### src/rtl/mc_controller.sv
// Multi-cycle MIPS main controller: sequences FETCH/DECODE/EXEC/MEM/WB with req/ready memory handshake.
// Optional `MC_CTRL_TRAP_EN: addi overflow traps instead of writing back.
module mc_controller #(
  parameter int          FLAG_W      = 32,
  parameter int          ZERO_BIT    = 0,
  parameter int          OVF_BIT     = 1,
  parameter int unsigned MEM_TIMEOUT = 0
) (
  input  logic              clk,
  input  logic              rst_n,
  input  logic [5:0]        opcode,
  input  logic [5:0]        funct,
  input  logic [FLAG_W-1:0] NFlag,
  input  logic              mem_ready,
  output logic              mem_req,
  output logic              IRWr,
  output logic              PCWr,
  output logic [1:0]        RegDst,
  output logic              ALUSrc,
  output logic [1:0]        Mem2Reg,
  output logic              RegWr,
  output logic              MemWr,
  output logic [1:0]        NPCSel,
  output logic [1:0]        EXTOp,
  output logic [2:0]        ALUOp,
  output logic [1:0]        FlagOp,
  output logic              retire,
  output logic              illegal,
  output logic              bus_err,
  output logic [2:0]        state
);
  typedef enum logic [2:0] {S_FETCH = 3'd0, S_DECODE = 3'd1, S_EXEC = 3'd2, S_MEM = 3'd3, S_WB = 3'd4} state_t;
  typedef enum logic [3:0] {
    CL_ILL, CL_NOP, CL_ADDU, CL_SUBU, CL_SLT, CL_JR, CL_ORI, CL_LW,
    CL_SW, CL_BEQ, CL_LUI, CL_J, CL_JAL, CL_ADDI, CL_ADDIU
  } cls_t;

  localparam int CW = (MEM_TIMEOUT > 1) ? $clog2(MEM_TIMEOUT + 1) : 1;

  state_t        state_reg, state_next;
  cls_t          cls_reg, cls_d;
  logic          ovf_q;
  logic [CW-1:0] wait_cnt_reg;
  logic          mem_wait, timeout_hit, is_sw;
  logic          unused_flags;

  assign unused_flags = ^NFlag;

  function automatic cls_t decode(input logic [5:0] op, input logic [5:0] fn);
    cls_t c;
    c = CL_ILL;
    case (op)
      6'b000000:
        case (fn)
          6'b100001: c = CL_ADDU;
          6'b100011: c = CL_SUBU;
          6'b101010: c = CL_SLT;
          6'b001000: c = CL_JR;
          6'b000000: c = CL_NOP;
          default:   c = CL_ILL;
        endcase
      6'b001101: c = CL_ORI;
      6'b100011: c = CL_LW;
      6'b101011: c = CL_SW;
      6'b000100: c = CL_BEQ;
      6'b001111: c = CL_LUI;
      6'b000010: c = CL_J;
      6'b000011: c = CL_JAL;
      6'b001000: c = CL_ADDI;
      6'b001001: c = CL_ADDIU;
      default:   c = CL_ILL;
    endcase
    return c;
  endfunction

  assign cls_d    = decode(opcode, funct);
  assign is_sw    = (cls_reg == CL_SW);
  assign mem_wait = ((state_reg == S_FETCH) || (state_reg == S_MEM)) && !mem_ready;
  // Fires on the MEM_TIMEOUT-th consecutive wait cycle; a same-cycle ready never reaches here.
  assign timeout_hit = (MEM_TIMEOUT != 32'd0) && mem_wait &&
                       ((32'(wait_cnt_reg) + 32'd1) == MEM_TIMEOUT);
  assign state = state_reg;

  always_ff @(posedge clk or negedge rst_n) begin
    if (!rst_n) begin
      state_reg    <= S_FETCH;
      cls_reg      <= CL_ILL;
      ovf_q        <= 1'b0;
      wait_cnt_reg <= '0;
    end else begin
      state_reg <= state_next;
      if (state_reg == S_DECODE)
        cls_reg <= cls_d;
      if (state_reg == S_EXEC && cls_reg != CL_BEQ && cls_reg != CL_LW && cls_reg != CL_SW)
        ovf_q <= NFlag[OVF_BIT];
      if (state_next != state_reg || timeout_hit)
        wait_cnt_reg <= '0;
      else if (mem_wait)
        wait_cnt_reg <= wait_cnt_reg + CW'(1);
    end
  end

  always_comb begin
    state_next = state_reg;
    case (state_reg)
      S_FETCH:  if (mem_ready) state_next = S_DECODE;
      S_DECODE:
        case (cls_d)
          CL_J, CL_JAL, CL_JR, CL_NOP, CL_ILL: state_next = S_FETCH;
          default:                             state_next = S_EXEC;
        endcase
      S_EXEC:
        case (cls_reg)
          CL_BEQ:       state_next = S_FETCH;
          CL_LW, CL_SW: state_next = S_MEM;
          default:      state_next = S_WB;
        endcase
      S_MEM:
        if (mem_ready)        state_next = is_sw ? S_FETCH : S_WB;
        else if (timeout_hit) state_next = S_FETCH;
      default:  state_next = S_FETCH;
    endcase
  end

  // Outputs are forced low while reset is held so an aborted instruction cannot write.
  always_comb begin
    mem_req = 1'b0; IRWr = 1'b0; PCWr = 1'b0; RegDst = 2'b00; ALUSrc = 1'b0;
    Mem2Reg = 2'b00; RegWr = 1'b0; MemWr = 1'b0; NPCSel = 2'b00; EXTOp = 2'b00;
    ALUOp = 3'b000; FlagOp = 2'b00; retire = 1'b0; illegal = 1'b0; bus_err = 1'b0;
    if (rst_n) begin
      case (state_reg)
        S_FETCH: begin
          mem_req = mem_ready || !timeout_hit;
          IRWr    = mem_ready;
          PCWr    = mem_ready;
          bus_err = timeout_hit;
        end
        S_DECODE:
          case (cls_d)
            CL_J:   begin PCWr = 1'b1; NPCSel = 2'b10; retire = 1'b1; end
            CL_JAL: begin
              PCWr = 1'b1; NPCSel = 2'b10; retire = 1'b1;
              RegWr = 1'b1; RegDst = 2'b10; Mem2Reg = 2'b10;
            end
            CL_JR:  begin PCWr = 1'b1; NPCSel = 2'b11; retire = 1'b1; end
            CL_NOP: retire = 1'b1;
            CL_ILL: illegal = 1'b1;
            default: ;
          endcase
        S_EXEC:
          case (cls_reg)
            CL_SUBU: ALUOp = 3'b001;
            CL_SLT:  ALUOp = 3'b011;
            CL_ORI:  begin ALUSrc = 1'b1; ALUOp = 3'b010; end
            CL_LUI:  begin ALUSrc = 1'b1; EXTOp = 2'b10; ALUOp = 3'b010; end
            CL_LW, CL_SW, CL_ADDI, CL_ADDIU: begin ALUSrc = 1'b1; EXTOp = 2'b01; end
            CL_BEQ: begin
              ALUOp  = 3'b001;
              PCWr   = NFlag[ZERO_BIT];
              NPCSel = NFlag[ZERO_BIT] ? 2'b01 : 2'b00;
              retire = 1'b1;
            end
            default: ;
          endcase
        S_MEM: begin
          mem_req = mem_ready || !timeout_hit;
          MemWr   = is_sw && mem_req;
          retire  = is_sw && mem_ready;
          bus_err = timeout_hit;
        end
        S_WB: begin
          RegWr  = 1'b1;
          retire = 1'b1;
          case (cls_reg)
            CL_LW:                   Mem2Reg = 2'b01;
            CL_ADDU, CL_SUBU, CL_SLT: RegDst = 2'b01;
            default: ;
          endcase
          if (cls_reg == CL_ADDI && ovf_q) begin
            FlagOp = 2'b01;
`ifdef MC_CTRL_TRAP_EN
            RegWr  = 1'b0;
            retire = 1'b0;
            PCWr   = 1'b1;
            NPCSel = 2'b11;
`endif
          end
        end
        default: ;
      endcase
    end
  end
endmodule

### config.mk
export PLATFORM = sky130hd
export DESIGN_NAME = mc_controller
export DESIGN_NICKNAME = d
export VERILOG_FILES = /design/src/rtl/mc_controller.sv
export SDC_FILE = /design/constraint.sdc
export NUM_CORES = 1
export LEC_CHECK = 0
export CAP_MARGIN = 20
export CORE_MARGIN = 10
export CORE_UTILIZATION = 37
export CTS_BUF_LIST = sky130_fd_sc_hd__clkbuf_8 sky130_fd_sc_hd__clkbuf_16
export DETAILED_ROUTE_END_ITERATION = 7
export GPL_TIMING_DRIVEN = 0
export HOLD_SLACK_MARGIN = 0.05
export PLACE_DENSITY = 0.87
export SLEW_MARGIN = 20
export SYNTH_ARGS = -nofsm -noshare
export SYNTH_HDL_FRONTEND = slang
export SYNTH_SLANG_ARGS = --single-unit
### constraint.sdc
create_clock -name clk -period 3.55 [get_ports clk]
set_clock_uncertainty 0.1 [all_clocks]
set_input_delay 1.065 -clock clk [delete_from_list [all_inputs] [get_ports clk]]
set_output_delay 1.065 -clock clk [all_outputs]
set_load 0.02 [all_outputs]
Word-level counts from Yosys, hierarchy flattened
Index checks and enable logic that the tools add are counted.
{"block": "totals", "output_inout_bits": 25, "ff_bits": 8, "input_bits": 47, "wordCells": 112}
{"block": "classes", "n_eq_ne": 36, "n_reduce_logical": 21, "mux": 52}
{"operator": "4-bit case mux with 10 select lines", "n": 1}
{"operator": "6-bit by 4-bit equality test with 1-bit output (second input constant)", "n": 5}
{"operator": "6-bit equality test (second input constant)", "n": 5}
{"operator": "4-bit equality test (second input constant)", "n": 7}
{"operator": "1-bit 2-to-1 mux", "n": 27}
{"operator": "2-bit case mux with 2 select lines", "n": 5}
{"operator": "2-bit 2-to-1 mux", "n": 9}
{"operator": "4-bit by 3-bit equality test with 1-bit output (second input constant)", "n": 4}
{"operator": "3-bit case mux with 5 select lines", "n": 1}
{"operator": "6-bit by 2-bit equality test with 1-bit output (second input constant)", "n": 2}
{"operator": "6-bit zero test", "n": 2}
{"operator": "3-bit case mux with 4 select lines", "n": 1}
{"operator": "2-bit OR reduction", "n": 5}
{"operator": "3-bit 2-to-1 mux", "n": 3}
{"operator": "4-bit by 2-bit equality test with 1-bit output (second input constant)", "n": 2}
{"operator": "4-bit inequality test (second input constant)", "n": 2}
{"operator": "4-bit OR reduction", "n": 2}
{"operator": "3-bit by 2-bit equality test with 1-bit output (second input constant)", "n": 2}
{"operator": "6-bit by 3-bit equality test with 1-bit output (second input constant)", "n": 1}
{"operator": "2-bit case mux with 3 select lines", "n": 1}
{"operator": "3-bit case mux with 2 select lines", "n": 1}
{"operator": "3-bit OR reduction", "n": 2}
{"operator": "6-bit OR reduction", "n": 1}
{"operator": "1-bit logical AND", "n": 5}
{"operator": "12 further kinds", "n": 13}

Logic depth before layout (Yosys ltp)
Gate-level depths: netlist of run 1.
{"block": "logic_depth", "ltp_word": 8, "ltp_mapped": 8}

Least setup slack after synthesis of run 1
OpenSTA, ideal clock, no wires.
{"block": "synth_path", "kind": "input -> output", "startpoint": "input port opcode[3]", "endpoint": "output port PCWr", "setup_slack_ns": -0.126, "path_stages": 7, "required_time_ns": 2.385, "n_path_buf": 1, "t_arrival_ns": 2.511, "path_cell_list": "buf_6 > nor4_4 > nand4_2 > o221a_1 > nor3_2 > o21ai_2 > a21oi_1"}
{"block": "synth_between", "elab_chain_len": 7, "elab_cells_between_ends": 18}
{"item": "from (decl)", "line": "11", "source": "input logic [5:0] opcode,"}
{"item": "6-bit by 4-bit equality test with 1-bit output (tied with other cells)", "line": "52", "source": "case (op)"}
{"item": "4-bit case mux with 10 select lines *", "line": "52"}
{"item": "4-bit by 3-bit equality test with 1-bit output / 4-bit equality test (equally long branches)", "line": "139", "source": "case (cls_d)"}
{"item": "3-bit OR reduction (no source line) *"}
{"item": "1-bit 2-to-1 mux *", "line": "139"}
{"item": "1-bit case mux with 3 select lines *", "line": "131", "source": "case (state_reg)"}
{"item": "1-bit 2-to-1 mux *", "line": "130", "source": "if (rst_n) begin"}
{"item": "to (decl)", "line": "17", "source": "output logic PCWr,"}
Every way passes the cells marked *; elsewhere a longest branch is shown, timed or not.

Worst setup path after layout of run 1
{"block": "layout_path", "startpoint": "input port opcode[2]", "endpoint": "output port NPCSel[1]"}
{"block": "layout_between", "elab_chain_len": 7, "elab_cells_between_ends": 18}
{"item": "6-bit by 4-bit equality test with 1-bit output (tied with other cells)", "line": "52"}
{"item": "4-bit case mux with 10 select lines *", "line": "52"}
{"item": "4-bit equality test", "line": "139"}
{"item": "2-bit OR reduction (no source line)"}
{"item": "2-bit case mux with 2 select lines *", "line": "139"}
{"item": "2-bit case mux with 2 select lines *", "line": "131"}
{"item": "2-bit 2-to-1 mux *", "line": "130"}
{"item": "to (decl)", "line": "23", "source": "output logic [1:0] NPCSel,"}
Marked as above.

==> results of run 1 <==
[Yosys cell counts (3+ instances only)]
cell	number	area (um2)
o21a_1	3	22.5
o21ai_0	7	35.0
dfrtp_1	8	200
nand2b_1	6	37.5
nor2b_1	5	31.3
nor3b_1	4	30.0
nand3_1	8	40.0
buf_4	5	37.5
xnor2_1	3	26.3
clkbuf_1	5	18.8
nor3_1	12	60.1
a21oi_1	13	65.1
inv_1	6	22.5
nand2_1	19	71.3
nor2_1	15	56.3
[final cells by class]
cell class | instances | area, um2
inverter | 6 | 22.5
sequential | 8 | 200
tap | 44 | 55.1
buffer | 16 | 125
fill | 248 | 1040
clock buffer | 3 | 41.3
multi-input combinational | 137 | 1070
timing repair buffer | 53 | 493
[worst max-delay path by stage]
stage                          from         to  slack (ps)  cells past startpoint
final                     opcode[2]  NPCSel[1]        -210                      9
after global routing      opcode[5]  NPCSel[1]        -300                      8
after detailed placement  opcode[4]  NPCSel[1]       -1230                      8
after floorplan           opcode[0]    illegal         -80                      7
after global placement    opcode[2]  RegDst[1]       -1200                     10
after CTS                 opcode[2]  NPCSel[1]        -220                      9
[layer usage]
metal,wire [um],vias to the layer above,part of all wire,GRT usage
met3,285,15,0.071,0.0330
li1,-,703,-,-
met4,141,0,0.035,0.0651
met2,2020,62,0.50,0.236
met5,0,-,0,0
met1,1570,645,0.39,0.140
[logic make-up after synthesis]
family	Yosys count	synth area share
flops	8	0.171
mux	3	0.0267
buf+inv	22	0.110
other cells	1	0.00320
simple gates	88	0.436
xor+xnor	4	0.0299
compound gates	39	0.223
[stage by stage]
stage | TNS [ps] | utilization | worst slack, ps
final | -1000 | 0.658 | -215
after global placement | -15660 | 0.530 | -1200
after floorplan | -91.9 | - | -81.0
after CTS | -826 | 0.634 | -216
after global routing | -1690 | 0.658 | -298
after detailed placement | -16020 | 0.530 | -1230
[worst max-delay path: cells and delay by family]
| kind | cells | cell delay, ps |
|---|---|---|
| compound gates | 4 | 760 |
| simple gates | 2 | 410 |
| buf+inv | 3 | 360 |
[layout by cell type (no fill, tap or decap), drive strengths merged, types with 2 or more instances in the layout]
cell,count
and3b,2
dlygate4sd2,5
nor3b,6
o21ai,9
xnor2,3
nand2b,6
conb,3
inv,6
a31oi,2
buf,40
clkbuf,12
nor2b,5
nand3b,2
dfrtp,8
clkdlybuf4s50,13
mux2i,2
nand2,19
nor3,13
o21a,3
nand3,8
o22ai,2
nor4,3
a21boi,2
and4b,2
and2,2
a32oi,2
nor2,17
a21oi,13
[report_power, final]
group | internal, uW | switching (uW)
clock | 73.5 | 37.0
sequential | 132 | 22.7
combinational | 238 | 336
[repair_timing]
action                                 CTS  global route
cloned                                   2             0
setup endpoints to repair               19            12
gates resized for setup                132            15
endpoints found under the hold margin    0             0
buffers inserted                        14             0
pin swaps                               26             5
==> impl_metrics.yaml, run 1 <==
outcome:
  status: "finished, violations left"
  violations: "setup timing"
power_and_ir_drop:
  p_total_uw: 839
  total_leakage_power_uw: 0.000823
  p_per_area_mw_per_mm2: 418
  ir_drop_mv: 0.181
clock_tree:
  clkSlewWorstSetupHoldPaths_ps: 40
  holdBufCountCts: 0
  numCtsBuffers: 3
  cts_root_buf: "clkbuf_8"
  cts_num_sinks: 8
  cts_tree: "yes"
  cts_buffer_depth: 2
  clk_latency_ps: 230
  htree_levels: 1
setup_path:
  crit_path_frequent_cell: "buf_6"
  end_kind: "output port"
  reg2regPathDepth: 6
  worstPathCellList: "buf_8, buf_6, nor2_4, a32oi_1, o22ai_4, nor3b_4, o21ai_4, a21boi_2, buf_6"
  critical_path.max_fanout: 9
  path_class: "in -> out"
  crit_path_start_kind: "input pin"
  critPathMaxStageDelay_ps: 270
  crit_arrival_ps: 2600
  reg2reg_slack_ps: 1660
  r2r-start: "cls_reg[3]"
  cpMaxStageDelayCell: "o22ai_4"
  required_ps: 2380
  r2r_end: "ovf_q"
synthesis:
  yosys.cell_types.count: 51
  yosys_warnings: 0
  synthArstFlopShare: 1.00
  syn_avg_cell_area_um2: 7.10
  synthesis.area_mm2: 0.00117
  synth_ff_type: "dfrtp_1"
  synth_edf_count: 0
  ys_ff_latch: 8
  synth-seq-area-share: 0.171
  syn-instance-count: 165
timing:
  finalMaxSlewViolations: 0
  period_share: 1.06
  layout_min_cycle_time_ps: 3760
  rsz0062_at_grt: "yes"
  setup_viol: 7
  fmax_mhz: 266
  worst_hold_slack_ps: 392
  layout_setup_ws_ps: -215
  relSlewSlack: 0.663
  hold_viol_final: 0
  worstMarginPinSlew_ps: 505
hold_path:
  hold_path_class: "reg -> reg"
  min_from: "ovf_q"
  holdPathEnd: "ovf_q"
  hold_depth: 1
final_layout:
  postLayoutCellArea_mm2: 0.00201
  final_cells: 267
  antennaDiodeCount: 0
  syn2layout_area_growth_pct: 71.6
  largest_reg_flops: 4
  layout-drive-gt1-share: 0.377
  final_nets: 272
global_routing:
  grt_max_degree: 16
  grt_pass1_wl_um: 6600
  grt_pass1_vias: 1422
  gr-total-overflow: 0
  gr-usage-all-layers: 0.132
  antenna_found_initial: 0
routing:
  dr_total_vias: 1425
  wirelength_um: 4020
  drtPass1Iterations: 4
  viasPerCell: 5.34
  drt_iter0_markers: 129
  drc: 0
  wl_per_cell_um: 15.1
  ant_nets: 0
floorplanning:
  row_count: 20
  die_h_um: 76.3
  core_mm2: 0.00305
  ios: 72
  start_util: 0.384
  die-width_um: 76.3
  fp.dieArea_mm2: 0.00582
job:
  cap_viol_max_count: 0
placed_design:
  dpl.hpwl_um: 2590
  gp_congestion: 0.854
  io_buffer_count: 37
  dpl_cell_area_mm2: 0.00162
  dp.cells: 248
(Power assumes the default switching activity.)
==> run 2, diff against run 1 <==
CORE_UTILIZATION = 30   (was 37)
PLACE_DENSITY = 0.74   (was 0.87)
SETUP_SLACK_MARGIN = 0.2   (was unset)
==> run 2 against run 1 <==
Against the previous run:
- the flow still finishes with violations (setup timing)
- worst setup slack worse by 7.0 ps
- routed wire length down 3.7%
- sequential power about the same
- clock power hardly changed
- final area increased by 2.3%
- critical path type unchanged
- highest routed layer unchanged
==> impl_metrics.yaml, run 2 (synthesis gave the netlist of run 1 again) <==
clock_tree:
  cts_tree: "yes"
  clk_latency_ps: 230
  cts_buffer_depth: 2
  cts_num_sinks: 8
  clkSlewWorstSetupHoldPaths_ps: 40
  holdBufCountCts: 0
  numCtsBuffers: 3
  cts_root_buf: "clkbuf_8"
  htree_levels: 1
placed_design:
  gp_congestion: 0.829
  dp.cells: 252
  dpl_cell_area_mm2: 0.00171
  io_buffer_count: 37
  dpl.hpwl_um: 2710
setup_path:
  critical_path.max_fanout: 3
  critPathMaxStageDelay_ps: 340
  crit_arrival_ps: 2610
  reg2reg_slack_ps: 1640
  path_class: "in -> out"
  r2r-start: "state[2]"
  r2r_end: "ovf_q"
  crit_path_start_kind: "input pin"
  end_kind: "output port"
  crit_path_frequent_cell: "buf_6"
  cpMaxStageDelayCell: "nor4_4"
  reg2regPathDepth: 4
  worstPathCellList: "buf_8, nor4_4, buf_4, nand2_2, o22ai_4, buf_6, nor3_4, o21ai_4, a21boi_4, buf_6"
  required_ps: 2380
job:
  cap_viol_max_count: 0
outcome:
  status: "finished, violations left"
  violations: "setup timing"
power_and_ir_drop:
  total_leakage_power_uw: 0.000841
  ir_drop_mv: 0.124
  p_per_area_mw_per_mm2: 406
  p_total_uw: 835
timing:
  worst_hold_slack_ps: 391
  layout_min_cycle_time_ps: 3770
  period_share: 1.06
  hold_viol_final: 0
  setup_viol: 6
  finalMaxSlewViolations: 0
  rsz0062_at_grt: "yes"
  layout_setup_ws_ps: -222
  fmax_mhz: 265
final_layout:
  final_nets: 269
  antennaDiodeCount: 0
  mostFrequentLayoutCells: "nand2_1 (16), nor2_1 (14), buf_4 (14), buf_6 (13), dlygate4sd2_1 (12)"
  final_cells: 268
  largest_reg_flops: 4
  layout-drive-gt1-share: 0.386
  postLayoutCellArea_mm2: 0.00206
  syn2layout_area_growth_pct: 75.5
  final_common_cell: "nand2_1"
hold_path:
  hold_depth: 1
  min_from: "ovf_q"
  holdPathEnd: "ovf_q"
  hold_path_class: "reg -> reg"
floorplanning:
  core_mm2: 0.00372
  ios: 72
  fp.dieArea_mm2: 0.00680
  start_util: 0.315
  die_h_um: 82.5
  die-width_um: 82.5
  row_count: 22
routing:
  wirelength_um: 3870
  wl_per_cell_um: 14.5
  ant_nets: 0
  drc: 0
  dr_total_vias: 1349
  drt_iter0_markers: 63
  viasPerCell: 5.03
  drtPass1Iterations: 4
global_routing:
  grt_max_degree: 16
  gr-total-overflow: 0
  grt_pass1_vias: 1317
  antenna_found_initial: 0
  grt_pass1_wl_um: 6000
  gr-usage-all-layers: 0.111
## run 2: final cells by class
type / count / area (um2)
timing repair buffer: 50 / 464
sequential: 8 / 200
fill: 349 / 1660
inverter: 6 / 25.0
buffer: 16 / 133
multi-input combinational: 137 / 1130
tap: 48 / 60.1
clock buffer: 3 / 41.3
## run 2: what timing repair did
item                       4_1_cts  5_1_grt
gates resized for setup        134       23
setup endpoints to repair       19        9
pin swaps                       24        6
setup buffers                    8        3
cloned                           2        0
## run 2: worst max-delay path by stage
stage                          from        end  cells after the start
final                     opcode[2]  NPCSel[1]                     10
after global routing      opcode[2]  NPCSel[1]                      8
after CTS                 opcode[2]  NPCSel[1]                      8
after detailed placement  opcode[4]       PCWr                      8
after global placement    opcode[4]       PCWr                      8
after floorplan           opcode[2]  RegDst[1]                      8
## run 2: through the flow
step	worst slack, ps	util	TNS, ps
2_1_floorplan	9.08	-	0
3_3_place_gp	-1440	0.460	-16960
3_5_place_dp	-1410	0.460	-16700
4_1_cts	-188	0.522	-758
5_1_grt	-325	0.553	-1540
6_report	-222	0.553	-809
## run 2: report_power, final
| part | switching [uW] | internal (uW) | leakage (uW) |
|---|---|---|---|
| Clock | 37.7 | 73.6 | 0.0000216 |
| Combinational | 335 | 234 | 0.000719 |
| Sequential | 21.9 | 132 | 0.000100 |
| Total | 395 | 440 | 0.000841 |
## run 2: per-layer routing
layer / vias to the layer above / share of wire / global-route usage
met2: 38 / 0.52 / 0.192
met3: 8 / 0.089 / 0.0356
met1: 610 / 0.37 / 0.121
li1: 693 / - / -
met5: - / 0 / 0
met4: 0 / 0.022 / 0.0510
## run 2: worst max-delay path: cells and delay by family
| family | cells | cell delay, ps |
|---|---|---|
| AO/OA/AOI/OAI | 3 | 510 |
| buffers and inverters | 4 | 550 |
| AND/OR/NAND/NOR | 3 | 470 |
